[config.mk]
export PLATFORM = sky130hd
export DESIGN_NAME = jtpang_eeprom_flat
export DESIGN_NICKNAME = d
export VERILOG_FILES = /design/src/rtl/jtpang_eeprom_if.sv /design/src/rtl/jtpang_eeprom.sv /design/src/flat_wrapper.sv
export SDC_FILE = /design/constraint.sdc
export NUM_CORES = 2
export LEC_CHECK = 0
export ABC_AREA = 1
export BUFFER_PORTS_ARGS = -buffer_cell sky130_fd_sc_hd__buf_2
export CAP_MARGIN = 30
export CORE_ASPECT_RATIO = 1.75
export CORE_MARGIN = 1
export CORE_UTILIZATION = 40
export CTS_CLUSTER_SIZE = 14
export DETAILED_ROUTE_END_ITERATION = 8
export HOLD_SLACK_MARGIN = 0.06
export PLACE_DENSITY_LB_ADDON = 0.2
export SLEW_MARGIN = 10
export SYNTH_ARGS = -nofsm -noshare
export SYNTH_HDL_FRONTEND = slang
export SYNTH_SLANG_ARGS = --single-unit
[constraint.sdc]
create_clock -name clk -period 3.2 [get_ports clk]
set_input_delay 0.96 -clock clk [delete_from_list [all_inputs] [get_ports clk]]
set_output_delay 0.96 -clock clk [all_outputs]
set_load 0.02 [all_outputs]
[src/rtl/jtpang_eeprom_if.sv]
// Three-wire serial EEPROM port plus byte-wide NVRAM dump/restore port.
// The CPU/framework side is the master, the EEPROM model is the slave.
interface jtpang_eeprom_if #(
  parameter int AW = 6
);
  logic         cs;
  logic         sclk;
  logic         sdi;
  logic         sdo;
  logic [AW:0]  prog_addr;
  logic [7:0]   prog_data;
  logic         prog_we;
  logic [7:0]   prog_din;

  modport master (
    output cs, sclk, sdi, prog_addr, prog_data, prog_we,
    input  sdo, prog_din
  );

  modport slave (
    input  cs, sclk, sdi, prog_addr, prog_data, prog_we,
    output sdo, prog_din
  );
endinterface

[src/rtl/jtpang_eeprom.sv]
// 93C46-style serial EEPROM responder, 16-bit organisation (2^AW words).
// Decodes start bit / opcode / address on sclk rising edges, serves
// sequential reads, commits WRITE/ERASE/WRAL/ERAL on cs fall when write
// enabled, and exposes the array as NVRAM through a byte-wide port.
// Optional feature macro: JTPANG_EEPROM_BUSY_EN enables ready/busy modelling
// (sdo low for BUSY_CYCLES clocks after a commit); without it commits are
// invisible on sdo and BUSY_CYCLES is unused.
module jtpang_eeprom #(
  parameter int          AW          = 6,
  parameter logic [15:0] BUSY_CYCLES = 16'd500
) (
  input  logic            clk,
  input  logic            rst_n,
  jtpang_eeprom_if.slave  bus
);

  typedef enum logic [2:0] {IDLE, CMD, RDATA, WDATA, WAIT_CS} state_t;

  localparam logic [4:0]    CMD_LAST = 5'(AW + 1);
  localparam logic [AW-1:0] ADDR_MAX = '1;

  logic [15:0]   mem [0:(2**AW)-1];

  state_t        st_q;
  logic          sclk_l_q;
  logic          sclk_rise;
  logic [AW:0]   cmd_q;
  logic [AW+1:0] cmd_d;
  logic [4:0]    cnt_q;
  logic [AW-1:0] addr_q;
  logic [15:0]   data_q;
  logic          pend_q;
  logic          all_q;
  logic          wen_q;
  logic          sdo_q;
  logic [15:0]   rd_word;
  logic          commit;
  logic          busy;

  logic          wr_q;
  logic          wr_all_q;
  logic [AW-1:0] wr_addr_q;
  logic [15:0]   wr_data_q;
  logic [7:0]    prog_din_q;

  assign sclk_rise = ~sclk_l_q & bus.sclk;
  assign cmd_d     = {cmd_q, bus.sdi};
  assign rd_word   = mem[addr_q];
  assign commit    = ~bus.cs & (st_q == WAIT_CS) & pend_q & wen_q;
  assign bus.sdo   = sdo_q;
  assign bus.prog_din = prog_din_q;

`ifdef JTPANG_EEPROM_BUSY_EN
  logic        busy_q;
  logic [15:0] bcnt_q;

  // Ready/busy timer: armed by a commit, counts down once per clock
  always_ff @(posedge clk) begin
    if (!rst_n) begin
      busy_q <= 1'b0;
      bcnt_q <= 16'd0;
    end else if (commit) begin
      busy_q <= 1'b1;
      bcnt_q <= BUSY_CYCLES;
    end else if (busy_q) begin
      bcnt_q <= bcnt_q - 16'd1;
      if (bcnt_q <= 16'd1) busy_q <= 1'b0;
    end
  end

  assign busy = busy_q;
`else
  logic unused_busy_cycles;
  assign unused_busy_cycles = ^BUSY_CYCLES;
  assign busy = 1'b0;
`endif

  // Serial protocol FSM: command decode, read shifting, write collection
  always_ff @(posedge clk) begin
    if (!rst_n) begin
      st_q     <= IDLE;
      sclk_l_q <= 1'b0;
      cnt_q    <= 5'd0;
      pend_q   <= 1'b0;
      all_q    <= 1'b0;
      wen_q    <= 1'b0;
      sdo_q    <= 1'b1;
    end else begin
      sclk_l_q <= bus.sclk;
      if (!bus.cs) begin
        st_q   <= IDLE;
        cnt_q  <= 5'd0;
        pend_q <= 1'b0;
        sdo_q  <= ~busy;
      end else begin
        case (st_q)
          IDLE: begin
            sdo_q <= ~busy;
            if (sclk_rise && bus.sdi && !busy) begin
              st_q  <= CMD;
              cnt_q <= 5'd0;
            end
          end
          CMD: begin
            sdo_q <= 1'b1;
            if (sclk_rise) begin
              cmd_q <= cmd_d[AW:0];
              cnt_q <= cnt_q + 5'd1;
              if (cnt_q == CMD_LAST) begin
                cnt_q  <= 5'd0;
                addr_q <= cmd_d[AW-1:0];
                all_q  <= 1'b0;
                case (cmd_d[AW+1:AW])
                  2'b10: begin
                    st_q  <= RDATA;
                    sdo_q <= 1'b0;
                  end
                  2'b01: st_q <= WDATA;
                  2'b11: begin
                    st_q   <= WAIT_CS;
                    data_q <= 16'hFFFF;
                    pend_q <= 1'b1;
                  end
                  default: begin
                    case (cmd_d[AW-1:AW-2])
                      2'b11: begin
                        wen_q <= 1'b1;
                        st_q  <= WAIT_CS;
                      end
                      2'b00: begin
                        wen_q <= 1'b0;
                        st_q  <= WAIT_CS;
                      end
                      2'b10: begin
                        st_q   <= WAIT_CS;
                        data_q <= 16'hFFFF;
                        pend_q <= 1'b1;
                        all_q  <= 1'b1;
                      end
                      default: begin
                        st_q  <= WDATA;
                        all_q <= 1'b1;
                      end
                    endcase
                  end
                endcase
              end
            end
          end
          RDATA: begin
            if (sclk_rise) begin
              sdo_q <= rd_word[~cnt_q[3:0]];
              if (cnt_q == 5'd15) begin
                cnt_q  <= 5'd0;
                addr_q <= addr_q + AW'(1);
              end else begin
                cnt_q <= cnt_q + 5'd1;
              end
            end
          end
          WDATA: begin
            sdo_q <= 1'b1;
            if (sclk_rise) begin
              data_q <= {data_q[14:0], bus.sdi};
              if (cnt_q == 5'd15) begin
                cnt_q  <= 5'd0;
                pend_q <= 1'b1;
                st_q   <= WAIT_CS;
              end else begin
                cnt_q <= cnt_q + 5'd1;
              end
            end
          end
          default: sdo_q <= 1'b1;
        endcase
      end
    end
  end

  // Serial write engine: one word, or a sweep of every word one per clock
  always_ff @(posedge clk) begin
    if (!rst_n) begin
      wr_q <= 1'b0;
    end else if (commit) begin
      wr_q      <= 1'b1;
      wr_all_q  <= all_q;
      wr_addr_q <= all_q ? '0 : addr_q;
      wr_data_q <= data_q;
    end else if (wr_q) begin
      if (!wr_all_q || wr_addr_q == ADDR_MAX) wr_q <= 1'b0;
      else wr_addr_q <= wr_addr_q + AW'(1);
    end
  end

  // Array writes: serial word port wins over a colliding NVRAM byte write
  always_ff @(posedge clk) begin
    if (bus.prog_we && !(wr_q && wr_addr_q == bus.prog_addr[AW:1])) begin
      if (bus.prog_addr[0]) mem[bus.prog_addr[AW:1]][15:8] <= bus.prog_data;
      else                  mem[bus.prog_addr[AW:1]][7:0]  <= bus.prog_data;
    end
    if (wr_q) mem[wr_addr_q] <= wr_data_q;
  end

  // NVRAM dump byte, one clock after the address
  always_ff @(posedge clk) begin
    if (!rst_n) prog_din_q <= 8'd0;
    else if (bus.prog_addr[0]) prog_din_q <= mem[bus.prog_addr[AW:1]][15:8];
    else                       prog_din_q <= mem[bus.prog_addr[AW:1]][7:0];
  end

endmodule
[src/flat_wrapper.sv]
// flat-port wrapper written by rule: the top's interface ports become plain ports
module jtpang_eeprom_flat 
#(
  parameter int          AW          = 6,
  parameter logic [15:0] BUSY_CYCLES = 16'd500
)
  (clk, rst_n, bus_cs, bus_sclk, bus_sdi, bus_prog_addr, bus_prog_data, bus_prog_we, bus_sdo, bus_prog_din);
  jtpang_eeprom_if #(.AW(AW)) bus_i ();
  input  logic clk;
  input  logic rst_n;
  input wire logic [$bits(bus_i.cs)-1:0] bus_cs;
  input wire logic [$bits(bus_i.sclk)-1:0] bus_sclk;
  input wire logic [$bits(bus_i.sdi)-1:0] bus_sdi;
  input wire logic [$bits(bus_i.prog_addr)-1:0] bus_prog_addr;
  input wire logic [$bits(bus_i.prog_data)-1:0] bus_prog_data;
  input wire logic [$bits(bus_i.prog_we)-1:0] bus_prog_we;
  output wire logic [$bits(bus_i.sdo)-1:0] bus_sdo;
  output wire logic [$bits(bus_i.prog_din)-1:0] bus_prog_din;
  assign bus_i.cs = bus_cs;
  assign bus_i.sclk = bus_sclk;
  assign bus_i.sdi = bus_sdi;
  assign bus_i.prog_addr = bus_prog_addr;
  assign bus_i.prog_data = bus_prog_data;
  assign bus_i.prog_we = bus_prog_we;
  assign bus_sdo = bus_i.sdo;
  assign bus_prog_din = bus_i.prog_din;
  jtpang_eeprom #(.AW(AW), .BUSY_CYCLES(BUSY_CYCLES)) u_core (.clk(clk), .rst_n(rst_n), .bus(bus_i));
endmodule
## Word-level counts from Yosys, hierarchy flattened

Memories as Yosys holds them, arrays and structs flattened. A register that Yosys moved wholly into a read port is not among the register bits.
Index checks and enable logic that the tools add are counted.

| word-level totals | value |
|---|---|
| flip-flop bits (word level) | 74 |
| latch bits | 0 |
| memory bits (writable) | 1024 |
| bits of input ports | 21 |
| logic and storage cells | 141 |
| bits in read-only memories | 0 |
| memories kept | 1 |
| output and inout bits | 9 |

| operators by class | value |
|---|---|
| reductions and logical operators | 30 |
| shifts and indexed selects | 0 |
| bitwise gates (word level) | 8 |
| add/subtract/negate cells | 3 |
| equal/unequal tests | 24 |
| multiply operators | 0 |
| multiplexer cells | 59 |
| div/mod/pow operators | 0 |
| $lt $le $gt $ge | 1 |

Memory list:

| name | depth | width | read ports | clocked after Yosys merged registers in | wr ports | RTL line | source |
|---|---|---|---|---|---|---|---|
| u_core.mem | 64 | 16 | 2 | 1 | 2 | jtpang_eeprom.sv:22 | `logic [15:0] mem [0:(2**AW)-1];` |

Operators by type and width:

| kind | number |
|---|---|
| 16-bit two-way mux | 4 |
| 16-bit one-hot mux with 2 select lines | 2 |
| 6-bit two-way mux | 9 |
| 5-bit two-way mux | 5 |
| 1-bit two-way mux | 23 |
| 3-bit two-way mux | 6 |
| 2-bit by 1-bit != test with 1-bit output (second input constant) | 9 |
| 3-bit one-hot mux with 3 select lines | 2 |
| 5-bit one-hot mux with 3 select lines | 1 |
| 7-bit AND reduction | 2 |
| 6-bit by 1-bit adder with 6-bit output (second input constant) | 2 |
| 6-bit one-hot mux with 2 select lines | 1 |
| 4-bit AND reduction | 3 |
| 6-bit AND reduction | 2 |
| 2-bit equality test (second input constant) | 4 |
| 8-bit two-way mux | 1 |
| 1-bit one-hot mux with 2 select lines | 4 |
| 8-bit AND reduction | 1 |
| 2-bit nonzero test | 4 |
| 3-bit by 2-bit equality test with 1-bit output (second input constant) | 2 |
| 6-bit equality test | 1 |
| 6-bit equality test (second input constant) | 1 |
| 3-bit nonzero test | 2 |
| 2-bit OR reduction | 3 |
| other kinds (21) | 31 |

## Logic depth before layout (Yosys ltp)

| depth | value |
|---|---|
| depth after elaboration | 7 |
| gate-level depth with buffers | 20 |
| gate-level depth less buffers | 17 |

## Least setup slack after synthesis

Ideal clock, no wire load.

| timing | value |
|---|---|
| kind | input to register |
| from | input port bus_prog_addr[5] |
| to | memory u_core.mem[48][0], enable pin |
| path buffers | 2 |
| data arrival time | 2737 ps |
| slack | 79 ps |
| stages | 6 |
| setup time | 384 ps |
| cell sequence | clkbuf_1 inv_1 nor3_1 clkbuf_1 nand2_1 o21ai_0 |

RTL lines:

| what | RTL line | source |
|---|---|---|
| start: declaration | flat_wrapper.sv:14 | `input wire logic [$bits(bus_i.prog_addr)-1:0] bus_prog_addr;` |
| end: declaration | jtpang_eeprom.sv:22 |  |

==> reports/metrics.yaml <==
placement:
  routabilityCongestion: 1.06
  postPlaceCellArea_sq_um: 67500
  io_buffers: 29
  pre_cts_ws_ns: -0.781
  dpl.hpwl_microns: 226000
flow_run:
  max_cap_violations: 0
clocking:
  clk_latency_ns: 0.77
  cts-hold-fix-buffers: 0
  clockBufferDepth: 3
  htree_num_levels: 3
  clock-sinks: 1104
  cts_tree: "done"
  clk_pin_slew_worst_paths_ns: 0.07
  cts-root-buf: "clkbuf_16"
  cts_buffers: 106
worst_setup_path:
  crit_path_max_fanout: 24
  path_buf_inv: 4
  critPathMostFrequentCell: "buf_4"
  cpPeakStageDelay_ns: 0.63
  crit_arrival_ns: 3.58
  crit_type: "flop to flop"
  required_ns: 3.66
  cp_top_family: "simple AND/OR/NAND/NOR gates"
  path_cells: "buf_4 > inv_2 > nor4_2 > buf_4 > nand2_1 > o21ai_0 > buf_4"
  endpoint_kind: "flop"
  critPathLaunchType: "flop"
  slowest_stage: "nor4_2"
synth:
  synth_edf_count: 1076
  async_flop_share_pct: 0
  synth.distinct_cells: 52
  syn_area_sq_um: 60700
  synth_ff_type: "edfxtp_1"
  synth_nets: 7056
  syn_inst: 7022
  synth_warnings: 0
  synth-seq-area-share_pct: 54.2
  syn_avg_cell_area_sq_um: 8.64
  synth_seq_cells: 1104
timing:
  rsz0062_at_grt: "true"
  setup_violations: 0
  slew_violations: 0
  finalCritPeriodShare_pct: 97.5
  max_freq_mhz: 321
  min_period_ns: 3.12
  finClkSkew_ns: 0.0280
  worst_pin_slew_ns: 0.988
  hold_viol_final: 0
  timing.final.ws_setup_ns: 0.0813
  slew_headroom_pct: 34.0
finish:
  post-route-util_pct: 47.3
  area_delta_synth_final_pct: 17.2
  layout_commonest_cell: "nand2_1"
  fill_cells: 14400
  final_cell_mix: "nand2_1 (2,257), o21ai_0 (1,196), edfxtp_1 (1,076)"
  nets: 7279
  drive_gt1_share_pct: 13.8
  multi_input_area_sq_um: 24500
  fin_area_sq_um: 71100
  seqCellArea_sq_um: 32900
global_route:
  grt_pass1_vias: 57000
  antenna_found_initial: 20
  overflow: 0
  globalRouteTotalUtil_pct: 41.0
  grt_max_degree: 90
  grt_pass1_wl_microns: 433000
run_status:
  outcome: "complete, no violations"
die:
  start_util_pct: 40.4
  top_level_ports: 30
  coreArea_sq_um: 150000
  dieArea_sq_um: 153000
  rows: 188
  dieHeight_microns: 517
  die_w_microns: 296
drt:
  drc: 0
  wl_microns: 318000
  via_count: 60400
  wl_per_cell_microns: 34.1
  ant_nets: 0
  firstDrtPassIters: 7
  drtIter0Drc: 8323
  avgViaCountPerCell: 6.47
power:
  ir_worst_vdd_uv: 442
  power_density_nw_per_um2: 466
  p_leak_nw: 26.9
  finalPower_mw: 33.2
min_path:
  min_path_type: "input port to flop"
==> cells in the mapped netlist, drive strengths merged, types with 4 or more instances <==
cell type | n | area, sq um
a21oi | 57 | 285
edfxtp | 1076 | 32300
o21ai | 1201 | 6010
xor2 | 4 | 35.0
a221oi | 110 | 982
clkinv | 20 | 75.1
ha | 13 | 163
a22oi | 154 | 1160
o31ai | 10 | 75.1
a41oi | 9 | 78.8
nand4 | 117 | 732
a31oi | 8 | 50.1
a22o | 45 | 394
and3 | 5 | 31.3
nor3 | 26 | 178
o2bb2ai | 5 | 43.8
clkbuf | 358 | 1340
nand3 | 1026 | 5160
inv | 105 | 397
nand2 | 2258 | 8480
or2 | 16 | 100
dfxtp | 28 | 561
nor4 | 14 | 125
nor2 | 40 | 150
buf | 291 | 1530
o22ai | 8 | 50.1
==> stage by stage <==
step           TNS (ns)  std cells  hold WS [ns]
6_report              0       9328         0.378
5_1_grt         -0.0326       9325         0.385
4_1_cts               0       9323         0.377
3_5_place_dp      -4.74       9131         0.408
3_3_place_gp      -5.80       9131         0.410
2_1_floorplan         0       7022         0.400
==> logic make-up (layout without fill, tap and decap cells) <==
family                     after synthesis  after routing  synth area share [%]
buffers and inverters                  774           1081                  5.52
and+or+nand+nor                       3503           3503                  24.7
other                                    0              4                     0
AOI/OAI and AO/OA                     1621           1621                  15.2
adders and majority gates               13             13                 0.268
xor gates and xnor gates                 7              7                 0.101
DFF                                   1104           1104                  54.2
==> state kept, by name (all words and copies together), names as in the netlist, named ones only <==
name / cells
u_core.cnt_q: 5
u_core.pend_q: 1
u_core.bus.sdo: 1
u_core.wr_data_q: 16
u_core.wr_all_q: 1
u_core.addr_q: 6
u_core.wen_q: 1
u_core.wr_addr_q: 6
u_core.wr_q: 1
u_core.bus.prog_din: 8
u_core.sclk_l_q: 1
u_core.cmd_q: 7
u_core.st_q: 3
u_core.mem: 1024
u_core.all_q: 1
u_core.data_q: 16
==> routing by layer <==
metal  up-vias  share of wire [%]  routed length, microns  track usage (%)
li1      25600                  -                       -                -
met1     28900                 31                   98500             41.9
met2      4305                 47                  150000             68.0
met3      1535                8.6                   27300             7.62
met4        18                 13                   41700             43.1
met5         -              0.035                     111                0
==> where the power goes <==
part	internal (mW)	switching, mW	total (mW)
Combinational	1.11	2.55	3.66
Clock	7.54	6.02	13.6
Sequential	15.9	0.0595	15.9
==> tightest hold or removal path: cells and delay by family <==
family	cells	cell delay [ns]
simple gates	1	0.04
buf+inv	2	0.13
==> repair_timing <==
item / in CTS / in global routing
setup buffers: 0 / 0
gates resized for setup: 0 / 15
endpoints found under the setup margin: 0 / 17
==> area by class of cell <==
cell class,count,area share (%)
diodes,4,0.0141
clock buffers,124,3.89
clock inverters,68,1.13
inverters,125,0.736
multi-input cells,5144,34.5
flip-flops and latches,1104,46.2
well taps,1995,3.51
repair buffers,764,9.96
==> final timing paths <==
| path | slack [ns] | depth (start not counted) | startpoint | to |
|---|---|---|---|---|
| setup / recovery | 0.08 | 7 | u_core.wr_addr_q[0] | u_core.mem[43][15] |
| hold / removal | 0.38 | 3 | bus_sclk | u_core.sclk_l_q |
| setup reg to reg | 0.08 | 7 | u_core.wr_addr_q[0] | u_core.mem[43][15] |
| hold reg to reg | 0.42 | 0 | u_core.data_q[15] | u_core.wr_data_q[15] |
(Power assumes the default switching activity.)
